<file path="src/rtl/drbg_access_scheduler.sv">
// drbg_access_scheduler
// Sequences the shared hash DRBG: one-time init, a reseed after every rising
// edge of vertical blanking, and round-robin sharing of next_bits among
// NUM_REQ consumers. A watchdog moves the block into a sticky fault if the
// DRBG stops answering.
//
// Consumer handshake: a consumer raises req[i] as a level and holds it until
// it sees its one-cycle rsp_valid[i] pulse; rsp_data is valid only in that
// cycle. Dropping req[i] before it is granted withdraws the request. Once
// granted, the grant does not change until the response is delivered.
module drbg_access_scheduler #(
    parameter int NUM_REQ        = 2,
    parameter int DATA_WIDTH     = 256,
    parameter int TIMEOUT_CYCLES = 4096
) (
    input  logic                  clk,
    input  logic                  reset,
    input  logic                  V,
    output logic                  drbg_init,
    input  logic                  drbg_init_ready,
    output logic                  drbg_next_seed,
    output logic                  drbg_next_bits,
    input  logic                  drbg_bits_ready,
    input  logic                  drbg_busy,
    input  logic [DATA_WIDTH-1:0] drbg_bits,
    input  logic [NUM_REQ-1:0]    req,
    output logic [NUM_REQ-1:0]    rsp_valid,
    output logic [DATA_WIDTH-1:0] rsp_data,
    output logic                  ready,
    output logic                  fault,
    output logic [2:0]            dbg_state
);

    localparam int PW = (NUM_REQ > 1) ? $clog2(NUM_REQ) : 1;
    localparam int TW = $clog2(TIMEOUT_CYCLES + 1);

    typedef enum logic [2:0] {
        ST_INIT    = 3'd0,
        ST_IDLE    = 3'd1,
        ST_RESEED  = 3'd2,
        ST_RS_WAIT = 3'd3,
        ST_REQ     = 3'd4,
        ST_B_WAIT  = 3'd5,
        ST_FAULT   = 3'd6
    } state_t;

    state_t          state;
    state_t          state_next;
    logic            prev_v;
    logic            v_rise;
    logic            vsync_pend;
    logic [PW-1:0]   rr_ptr;
    logic [PW-1:0]   grant;
    logic [PW-1:0]   pick;
    logic [PW-1:0]   cand;
    logic [PW:0]     sum;
    logic            found;
    logic [TW-1:0]   timer;
    logic            counting;
    logic            timeout;
    logic [NUM_REQ-1:0] grant_onehot;

    assign v_rise       = V & ~prev_v;
    assign counting     = (state == ST_INIT) || (state == ST_RS_WAIT) || (state == ST_B_WAIT);
    assign timeout      = counting && (timer == TW'(TIMEOUT_CYCLES - 1));
    assign grant_onehot = NUM_REQ'(1) << grant;
    assign dbg_state    = state;

    // Round-robin search: first active request at or after rr_ptr, wrapping.
    always_comb begin
        found = 1'b0;
        pick  = '0;
        sum   = '0;
        cand  = '0;
        for (int i = 0; i < NUM_REQ; i++) begin
            sum = {1'b0, rr_ptr} + (PW+1)'(i);
            if (sum >= (PW+1)'(NUM_REQ)) begin
                sum = sum - (PW+1)'(NUM_REQ);
            end
            cand = sum[PW-1:0];
            if (!found && req[cand]) begin
                found = 1'b1;
                pick  = cand;
            end
        end
    end

    // Next-state logic; a DRBG answer in the same cycle as the timeout wins.
    always_comb begin
        state_next = state;
        case (state)
            ST_INIT: begin
                if (drbg_init_ready)   state_next = ST_IDLE;
                else if (timeout)      state_next = ST_FAULT;
            end
            ST_IDLE: begin
                if (vsync_pend || v_rise) state_next = ST_RESEED;
                else if (found)           state_next = ST_REQ;
            end
            ST_RESEED:  state_next = ST_RS_WAIT;
            ST_RS_WAIT: begin
                // timer==0 marks the first cycle, where busy may not have risen yet
                if ((timer != '0) && !drbg_busy) state_next = ST_IDLE;
                else if (timeout)                state_next = ST_FAULT;
            end
            ST_REQ:     state_next = ST_B_WAIT;
            ST_B_WAIT: begin
                if (drbg_bits_ready)   state_next = ST_IDLE;
                else if (timeout)      state_next = ST_FAULT;
            end
            ST_FAULT:   state_next = ST_FAULT;
            default:    state_next = ST_INIT;
        endcase
    end

    // State register, watchdog timer and vsync edge capture.
    always_ff @(posedge clk) begin
        if (reset) begin
            state      <= ST_INIT;
            timer      <= '0;
            prev_v     <= 1'b0;
            vsync_pend <= 1'b0;
        end else begin
            state  <= state_next;
            prev_v <= V;
            if (state_next != state) timer <= '0;
            else if (counting)       timer <= timer + TW'(1);
            if (v_rise)                   vsync_pend <= 1'b1;
            else if (state == ST_RESEED)  vsync_pend <= 1'b0;
        end
    end

    // Registered outputs, grant latch and round-robin pointer.
    always_ff @(posedge clk) begin
        if (reset) begin
            drbg_init      <= 1'b0;
            drbg_next_seed <= 1'b0;
            drbg_next_bits <= 1'b0;
            rsp_valid      <= '0;
            rsp_data       <= '0;
            ready          <= 1'b0;
            fault          <= 1'b0;
            rr_ptr         <= '0;
            grant          <= '0;
        end else begin
            drbg_init      <= (state_next == ST_INIT);
            drbg_next_seed <= (state == ST_RESEED);
            drbg_next_bits <= (state == ST_REQ);
            ready          <= (state_next != ST_INIT) && (state_next != ST_FAULT);
            fault          <= (state_next == ST_FAULT);
            rsp_valid      <= '0;
            if (state == ST_IDLE && state_next == ST_REQ) begin
                grant <= pick;
            end
            if (state == ST_B_WAIT && drbg_bits_ready) begin
                rsp_valid <= grant_onehot;
                rsp_data  <= drbg_bits;
                rr_ptr    <= (grant == PW'(NUM_REQ - 1)) ? '0 : grant + PW'(1);
            end
        end
    end

endmodule
</file>
<file path="config.mk">
export PLATFORM = sky130hd
export DESIGN_NAME = drbg_access_scheduler
export DESIGN_NICKNAME = d
export VERILOG_FILES = /design/src/rtl/drbg_access_scheduler.sv
export SDC_FILE = /design/constraint.sdc
export NUM_CORES = 1
export LEC_CHECK = 0
export CAP_MARGIN = 20
export CELL_PAD_IN_SITES_DETAIL_PLACEMENT = 1
export CELL_PAD_IN_SITES_GLOBAL_PLACEMENT = 2
export CORE_ASPECT_RATIO = 1.25
export CORE_UTILIZATION = 21
export CTS_BUF_LIST = sky130_fd_sc_hd__clkbuf_8
export DETAILED_ROUTE_END_ITERATION = 10
export GPL_TIMING_DRIVEN = 1
export PLACE_DENSITY_LB_ADDON = 0.1
export SLEW_MARGIN = 20
export SYNTH_ARGS = -nofsm -noshare
export SYNTH_HDL_FRONTEND = slang
export SYNTH_SLANG_ARGS = --single-unit
</file>
<file path="constraint.sdc">
create_clock -name clk -period 2.45 [get_ports clk]
set_clock_uncertainty 0.2 [all_clocks]
set_input_delay 0.3675 -clock clk [delete_from_list [all_inputs] [get_ports clk]]
set_output_delay 0.3675 -clock clk [all_outputs]
set_load 0.1 [all_outputs]
</file>
Word-level counts from Yosys, hierarchy flattened
Cells that the tools add are included.
{"block": "word_totals", "reg_bits": 283, "inputBits": 264, "wordCells": 75, "output_inout_bits": 266}
{"block": "op_classes", "eq_ne": 11, "n_addsub": 5, "reduce_logical": 18, "n_shift": 1, "order_cmp": 4, "mux": 20, "bitwise": 3}
{"op": "one-hot mux 3 bit (7 select lines)", "count": 1}
{"op": "2-to-1 mux 3 bit", "count": 6}
{"op": "equality test 3 bit, second input constant", "count": 5}
{"op": "adder 13 x 1 -> 13 bit, second input constant", "count": 1}
{"op": "equality test 13 x 12 -> 1 bit, second input constant", "count": 1}
{"op": "2-to-1 mux 1 bit", "count": 13}
{"op": "nonzero test 13 bit", "count": 1}
{"op": "equality test 3 x 2 -> 1 bit, second input constant", "count": 2}
{"op": "logical AND 1 bit", "count": 6}
{"op": "logical NOT 3 bit", "count": 2}
{"op": "< comparator 1 x 2 -> 1 bit, second input constant", "count": 2}
{"op": "OR reduction 2 bit", "count": 2}
{"op": "equality test 3 x 1 -> 1 bit, second input constant", "count": 1}
{"op": "logical OR 1 bit", "count": 3}
{"op": "inequality test 3 bit", "count": 1}
{"op": "inequality test 3 bit, second input constant", "count": 1}
{"op": "nonzero test 3 bit", "count": 1}
{"op": "adder 1 x 1 -> 2 bit, second input constant", "count": 1}
{"op": ">= comparator 1 x 2 -> 1 bit, second input constant", "count": 1}
{"op": ">= comparator 2 bit, second input constant", "count": 1}
{"op": "logical NOT 1 bit", "count": 2}
{"op": "inverter 1 bit", "count": 2}
{"op": "nonzero test 2 bit", "count": 1}
{"op": "left shift 1 x 1 -> 2 bit, first input constant", "count": 1}
{"op": "other kinds (3)", "count": 4}

Longest topological paths before layout
Gate-level depths: netlist of the first run.
{"block": "logic_depth", "word_depth": 13, "depth_mapped": 9, "depth_no_buf": 8}

Worst setup path before layout of the first run
Ideal clock, no wire load.
{"block": "synth_timing", "path_type": "register -> register", "start": "register state[0] (netlist: dbg_state[0])", "end": "register timer[10]", "synth_period_minus_slack_ns": 2.807, "setup_ns": 0.073, "arrival_ns": 2.534, "slack_ns": -0.357, "required_time_ns": 2.177, "stages_incl_launch_ff": 9, "path_buffers": 2, "cell_sequence": "dfxtp_1 buf_2 nor3_1 a31oi_1 o22ai_2 a2111oi_4 o32ai_2 buf_6 nor3_2"}
{"block": "synth_via", "elab_chain_cells": 9, "elab_cells_between_ends": 19, "cone_classes": "eq/ne (7); mux (7); reduce/logical (5)"}
{"element": "from (decl)", "line_no": "47", "source": "state_t state;"}
{"element": "from (signal assigned)", "line_no": "124", "source": "state <= state_next;"}
{"element": "equality test 3 x 2 -> 1 bit / logical NOT 3 bit (equally long branches)", "line_no": "64, 91"}
{"element": "logical OR 1 bit (2 in a row)", "line_no": "64", "source": "assign counting = (state == ST_INIT) || (state == ST_RS_WAIT) || (state == ST_B_WAIT);"}
{"element": "logical AND 1 bit", "line_no": "65", "source": "assign timeout = counting && (timer == TW'(TIMEOUT_CYCLES - 1));"}
{"element": "2-to-1 mux 3 bit", "line_no": "94, 104, 109"}
{"element": "2-to-1 mux 3 bit, on equally long branches", "line_no": "108, 103, 93"}
{"element": "one-hot mux 3 bit (7 select lines)", "line_no": "91", "source": "case (state)"}
{"element": "inequality test 3 bit", "line_no": "126", "source": "if (state_next != state) timer <= '0;"}
{"element": "OR reduction 2 bit (no source line)"}
{"element": "to (signal assigned)", "line_no": "127", "source": "else if (counting) timer <= timer + TW'(1);"}
{"element": "to (decl)", "line_no": "58", "source": "logic [TW-1:0] timer;"}
Several ways; a longest one is shown, not always the timed one.
A chain may end at the register's enable or synchronous reset.

Worst setup path in the final report of the first run
{"block": "layout_timing", "start": "register timer[2]", "end": "register timer[8]"}
{"block": "layout_via", "elab_chain_cells": 7, "elab_cells_between_ends": 12, "cone_classes": "add/sub (1); eq/ne (2); mux (5); reduce/logical (4)"}
{"element": "equality test 13 x 12 -> 1 bit", "line_no": "65"}
{"element": "logical AND 1 bit", "line_no": "65"}
{"element": "2-to-1 mux 3 bit", "line_no": "94, 104, 109"}
{"element": "2-to-1 mux 3 bit, on equally long branches", "line_no": "108, 103, 93"}
{"element": "one-hot mux 3 bit (7 select lines)", "line_no": "91"}
{"element": "inequality test 3 bit", "line_no": "126"}
{"element": "OR reduction 2 bit (no source line)"}
Several ways; a longest one is shown, not always the timed one.

==> results of run 1 <==
## stage by stage
step | setup WS, ns | instance area, µm² | power [µW] | TNS [ns]
floorplan | 0.00238 | 10100 | 5460 | 0
global placement | 0.00454 | 15600 | 6130 | 0
detailed placement | -0.0455 | 15600 | 6130 | -0.167
CTS | 0.0248 | 16800 | 11100 | 0
global route | 0.00352 | 16800 | 11400 | 0
finish | 0.120 | 16800 | 10800 | 0
## layout by cell type (no fill, tap or decap), types with 6 or more instances in the layout
master,n
nor3_2,10
xnor2_1,8
diode_2,6
nor3_1,12
xor2_1,6
buf_12,16
dfxtp_1,280
clkdlybuf4s50_1,262
nor2_1,14
nand2_1,520
clkbuf_8,69
a21oi_1,262
nand2b_1,6
buf_4,287
inv_1,28
## timing repair
action | CTS | global route
resized for setup | 0 | 8
hold endpoints to repair | 13 | 0
hold buffers | 1 | 0
setup endpoints to repair | 0 | 14
## state kept, by name, indices dropped and copies added (netlist names), 2 cells and up
name / cells
rsp_data: 256
timer: 13
dbg_state: 3
rsp_valid: 2
## power by group
group | total, µW | internal, µW | switching [µW]
registers | 4710 | 4660 | 48.8
logic | 1320 | 575 | 744
clock network | 4810 | 2680 | 2130
## final timing paths
| check | from | slack (ns) | cells past startpoint | endpoint |
|---|---|---|---|---|
| max reg2reg | timer[2]$_SDFFE_PP0P_ | 0.12 | 7 | timer[8]$_SDFFE_PP0P_ |
| min reg2reg | rsp_data[241]$_SDFFE_PP0P_ | 0.25 | 2 | rsp_data[241]$_SDFFE_PP0P_ |
| min | drbg_bits[178] | 0.08 | 3 | rsp_data[178]$_SDFFE_PP0P_ |
| max | timer[2]$_SDFFE_PP0P_ | 0.12 | 7 | timer[8]$_SDFFE_PP0P_ |
## kinds of logic after synthesis
kind of cell               Yosys count
DFF                                283
and+or+nand+nor                    590
xor gates and xnor gates            14
AOI/OAI and AO/OA                  279
buffers and inverters               98
adders and majority gates            2
## metal layers
metal / GRT usage / part of all wire
met4: 0.0753 / 0.033
met2: 0.321 / 0.51
met5: 0 / 0.0011
met3: 0.0795 / 0.10
met1: 0.179 / 0.36
## worst min-delay path, stage by stage
cell,delay (ns)
clkdlybuf4s50_1,0.39
nand2_1,0.05
a21oi_1,0.05
## area by class of cell
type	count	area, µm²
clock inverter	29	168
multi-input combinational	885	4080
inverter	4	15.0
timing repair buffer	568	5130
tap	637	797
fill	5707	30600
sequential	283	5670
antenna	6	15.0
clock buffer	68	936
==> impl_metrics.py, run 1 <==
metrics = {
    "sta": {
        "maxSlewViolCount": 0,
        "rsz0062_at_grt": "false",
        "finalCritPeriodShare": 0.951,
        "fmax_mhz": 429,
        "hold_violations": 0,
        "worst_pin_slew_ns": 0.500,
        "setup_viol": 0,
        "whs_ns": 0.0764,
        "min_period_ns": 2.33,
        "slew_headroom": 0.667,
    },
    "setup_path": {
        "critPathArrivalTime_ns": 2.64,
        "critPathMaxStageDelay_ns": 0.47,
        "setup.worst_path.end_class": "flip-flop",
        "crit_type": "flip-flop to flip-flop",
        "critPathBufInv": 1,
        "crit_family": "simple AND/OR/NAND/NOR gates",
        "startpoint_type": "flip-flop",
        "worstPathMaxFanout": 13,
        "slowest_stage": "dfxtp_1",
        "crit_chain": "nand4_2 -> nor4_2 -> nand3b_1 -> a22o_1 -> o32ai_2 -> buf_12 -> nor3_2",
        "cp.required_ns": 2.76,
    },
    "placed_design": {
        "dpl.hpwl_um": 33100,
        "dp.cells": 2375,
        "io_buffers": 529,
        "gp_congestion": 0.758,
    },
    "floorplan": {
        "ios": 530,
        "rows": 89,
        "initial_core_util": 0.214,
        "core_area_um2": 47400,
        "die_h_um": 248,
        "die_area_um2": 49100,
        "die_w_um": 198,
    },
    "route": {
        "drtPass1Iterations": 4,
        "via_count": 10600,
        "finalWirelength_um": 45600,
        "drc": 0,
        "drtIter0Drc": 258,
        "final_antenna_net_count": 0,
        "via_per_inst": 4.26,
        "wl_per_cell_um": 18.4,
    },
    "logic_synthesis": {
        "synthTopCellsByArea": "dfxtp_1 (56%), nand2_1 (19%), a21oi_1 (13%), clkbuf_1 (2.3%), buf_2 (1.4%)",
        "synthAdderAreaFrac": 0.00247,
        "synth-compound-area-share": 0.147,
        "synth_commonest_cells": "nand2_1 (521), dfxtp_1 (283), a21oi_1 (262)",
        "synth_edf_count": 0,
        "synth_xor_area_frac": 0.0121,
        "synthArstFlopShare": 0,
        "synth_seq_area_share": 0.559,
        "yosys_warnings": 0,
        "yosysUniqueCellTypes": 49,
        "synth.most_common_cell": "nand2_1",
        "synth_flop_cell": "dfxtp_1",
        "yosysTopAreaCell": "dfxtp_1",
        "syn_area_per_cell_um2": 8.00,
        "synthesis.area_um2": 10100,
        "synthMuxAreaShare": 0,
        "synth.net_count": 1532,
        "synth_simple_gate_area_share": 0.237,
        "synth_cells": 1266,
        "synth_top_family_by_area": "simple AND/OR/NAND/NOR gates",
        "synth_top_area_frac": 0.559,
        "ys_ff_latch": 283,
    },
    "clock_tree": {
        "clockRootBuffer": "clkbuf_8",
        "cts_buffers": 53,
        "clock_sinks": 283,
        "clockBufferDepth": 3,
        "h-tree-depth": 2,
        "cts_tree": "built",
        "clock_latency_ns": 0.63,
        "cts.clk_slew.worst_paths_ns": 0.06,
        "cts_setup_buffers": 0,
    },
    "grt": {
        "antenna_found_initial": 10,
        "grt_start_max_net_pins": 90,
        "grt_use_total": 0.179,
        "grt-ovfl-total": 0,
        "grt_pass1_vias": 10900,
        "grt_first_pass_wirelength_um": 66100,
    },
    "power": {
        "vdd_ir_drop_max_uv": 323,
        "leakagePower_uw": 0.00644,
        "power.density_nw_per_um2": 645,
    },
    "final_layout": {
        "post_route_cells_drive_above_1_share": 0.220,
        "final_util": 0.354,
        "layout.cells.non_filler": 2480,
        "area_growth_pct": 65.9,
        "nNetsFinal": 2061,
    },
    "min_path": {
        "min_path_type": "input pin to flip-flop",
    },
    "flow_run": {
        "cap_violations": 0,
    },
    "status": {
        "status": "complete, no violations",
    },
}
Note: power is estimated with default switching activity, not from simulation.
==> inputs of run 2 (changes only) <==
--- a/config.mk
+++ b/config.mk
@@ -8,10 +8,11 @@
 export CAP_MARGIN = 20
 export CELL_PAD_IN_SITES_DETAIL_PLACEMENT = 1
 export CELL_PAD_IN_SITES_GLOBAL_PLACEMENT = 2
-export CORE_ASPECT_RATIO = 1.25
-export CORE_UTILIZATION = 21
+export CORE_AREA = 2 2 205 207
 export CTS_BUF_LIST = sky130_fd_sc_hd__clkbuf_8
 export DETAILED_ROUTE_END_ITERATION = 10
+export DIE_AREA = 0 0 207 209
+export DONT_BUFFER_PORTS = 1
 export GPL_TIMING_DRIVEN = 1
 export PLACE_DENSITY_LB_ADDON = 0.1
 export SLEW_MARGIN = 20
==> run 2 against run 1 <==
Against the previous run:
- the run now ends with hold timing left
- count of clock-buffer cells in the layout decreased by 1
- global-route usage rose by 0.87 points
- register-to-register slack got worse by 0.07 ns
- highest routed layer unchanged
==> impl_metrics.py, run 2 (synthesis gave the netlist of run 1 again) <==
metrics = {
    "route": {
        "drc": 0,
        "final_antenna_net_count": 0,
        "drtPass1Iterations": 4,
        "finalWirelength_um": 42900,
        "drtIter0Drc": 470,
        "via_per_inst": 4.51,
        "via_count": 10600,
        "wl_per_cell_um": 18.3,
    },
    "sta": {
        "setup_viol": 0,
        "setup_slack_ns": 0.0540,
        "whs_ns": -0.307,
        "hold_violations": 208,
        "min_period_ns": 2.40,
        "fmax_mhz": 417,
        "maxSlewViolCount": 0,
        "worst_pin_slew_ns": 0.513,
        "finalCritPeriodShare": 0.978,
        "slew_headroom": 0.658,
    },
    "setup_path": {
        "critPathArrivalTime_ns": 2.74,
        "cp.required_ns": 2.80,
        "timing.rr.start": "dbg_state[0]$_SDFF_PP0_",
        "crit_type": "flip-flop to flip-flop",
        "r2r_setup_slack_ns": 0.05,
        "startpoint_type": "flip-flop",
        "worstPathMaxFanout": 69,
        "setup.worst_path.end_class": "flip-flop",
        "startpoint": "dbg_state[0]$_SDFF_PP0_",
    },
    "final_layout": {
        "multi_input_area_um2": 4060,
        "final_common_cell": "nand2_1",
        "area_growth_pct": 61.0,
        "layout_common_cells": "nand2_1 (520), dfxtp_1 (280), buf_4 (275)",
        "layout.cells.non_filler": 2351,
        "nNetsFinal": 2040,
        "register_area_um2": 5670,
        "post_route_cells_drive_above_1_share": 0.208,
        "regMostFlops": "rsp_data",
        "largest_register_ffs": 256,
        "fillers": 4956,
    },
    "floorplan": {
        "rows": 75,
        "die_h_um": 209,
        "initial_core_util": 0.245,
        "ios": 530,
        "die_area_um2": 43300,
        "core_area_um2": 41300,
        "die_w_um": 207,
    },
    "power": {
        "finalPower_uw": 10200,
        "leakagePower_uw": 0.00647,
        "vdd_ir_drop_max_uv": 372,
        "power.density_nw_per_um2": 626,
    },
    "min_path": {
        "hold_path_startpoint": "reset",
        "min_path_type": "input pin to flip-flop",
    },
    "clock_tree": {
        "cts_buffers": 54,
        "h-tree-depth": 2,
        "clock_latency_ns": 0.60,
        "clock_sinks": 283,
        "clockBufferDepth": 3,
        "cts_setup_buffers": 0,
        "clockRootBuffer": "clkbuf_8",
        "cts_tree": "built",
        "cts.clk_slew.worst_paths_ns": 0.06,
    },
    "placed_design": {
        "dpl.hpwl_um": 29000,
        "dp_slack_ns": 0.128,
        "io_buffers": 0,
        "dp.cells": 1995,
        "gp_congestion": 0.762,
    },
    "grt": {
        "grt_first_pass_wirelength_um": 63800,
        "grt-ovfl-total": 0,
        "grt_use_total": 0.188,
        "antenna_found_initial": 4,
        "grt_start_max_net_pins": 272,
        "grt_pass1_vias": 10800,
    },
    "status": {
        "status": "finished, violations left",
        "violations": "hold timing",
    },
    "flow_run": {
        "cap_violations": 0,
    },
}
-- run 2: area by class of cell --
cell class	instances	share of cell area
clock inverters	24	0.00583
flip-flops and latches	283	0.348
repair buffers	546	0.298
clock buffers	67	0.0565
diodes	3	0.000460
multi-input cells	885	0.249
well taps	539	0.0413
inverters	4	0.000921
-- run 2: per-stage QoR --
| stage | TNS, ns | hold WS [ns] | util | area [µm²] |
|---|---|---|---|---|
| after floorplan | 0 | 0.242 | - | 10100 |
| after global placement | 0 | 0.240 | 0.306 | 12600 |
| after detailed placement | 0 | 0.245 | 0.306 | 12600 |
| after CTS | 0 | -0.419 | 0.380 | 15700 |
| after global routing | -0.418 | -0.416 | 0.395 | 16300 |
| final | 0 | -0.307 | 0.395 | 16300 |
-- run 2: repair_timing --
| item | 4_1_cts | 5_1_grt |
|---|---|---|
| hold buffers | 202 | 60 |
| endpoints found under the setup margin | 0 | 34 |
| endpoints found under the hold margin | 274 | 232 |
| resized for setup | 0 | 4 |
-- run 2: worst max-delay path, cell delays in order (launching register included) --
cell,delay [ns]
dfxtp_4,0.43
and3b_2,0.28
and2_4,0.25
buf_12,0.29
nand2_1,0.11
a21oi_1,0.14
dlygate4sd3_1,0.58
-- run 2: power breakdown --
group	internal, µW	switching [µW]	total [µW]
Combinational	403	676	1080
Sequential	4670	34.7	4700
Clock	2420	2010	4430
Total	7490	2720	10200
-- run 2: path summary, 6_finish.rpt --
path,to,cells past startpoint
max,rsp_data[149]$_SDFFE_PP0P_,6
min,rsp_data[191]$_SDFFE_PP0P_,1
max reg2reg,rsp_data[149]$_SDFFE_PP0P_,6
min reg2reg,rsp_data[183]$_SDFFE_PP0P_,2
-- run 2: metal layers --
layer / vias to the layer above / global-route usage / share of wire
met4: 2 / 0.0800 / 0.038
met3: 96 / 0.0830 / 0.098
met5: - / 0 / 0.00026
met2: 388 / 0.325 / 0.49
li1: 5131 / - / -
met1: 4980 / 0.199 / 0.37
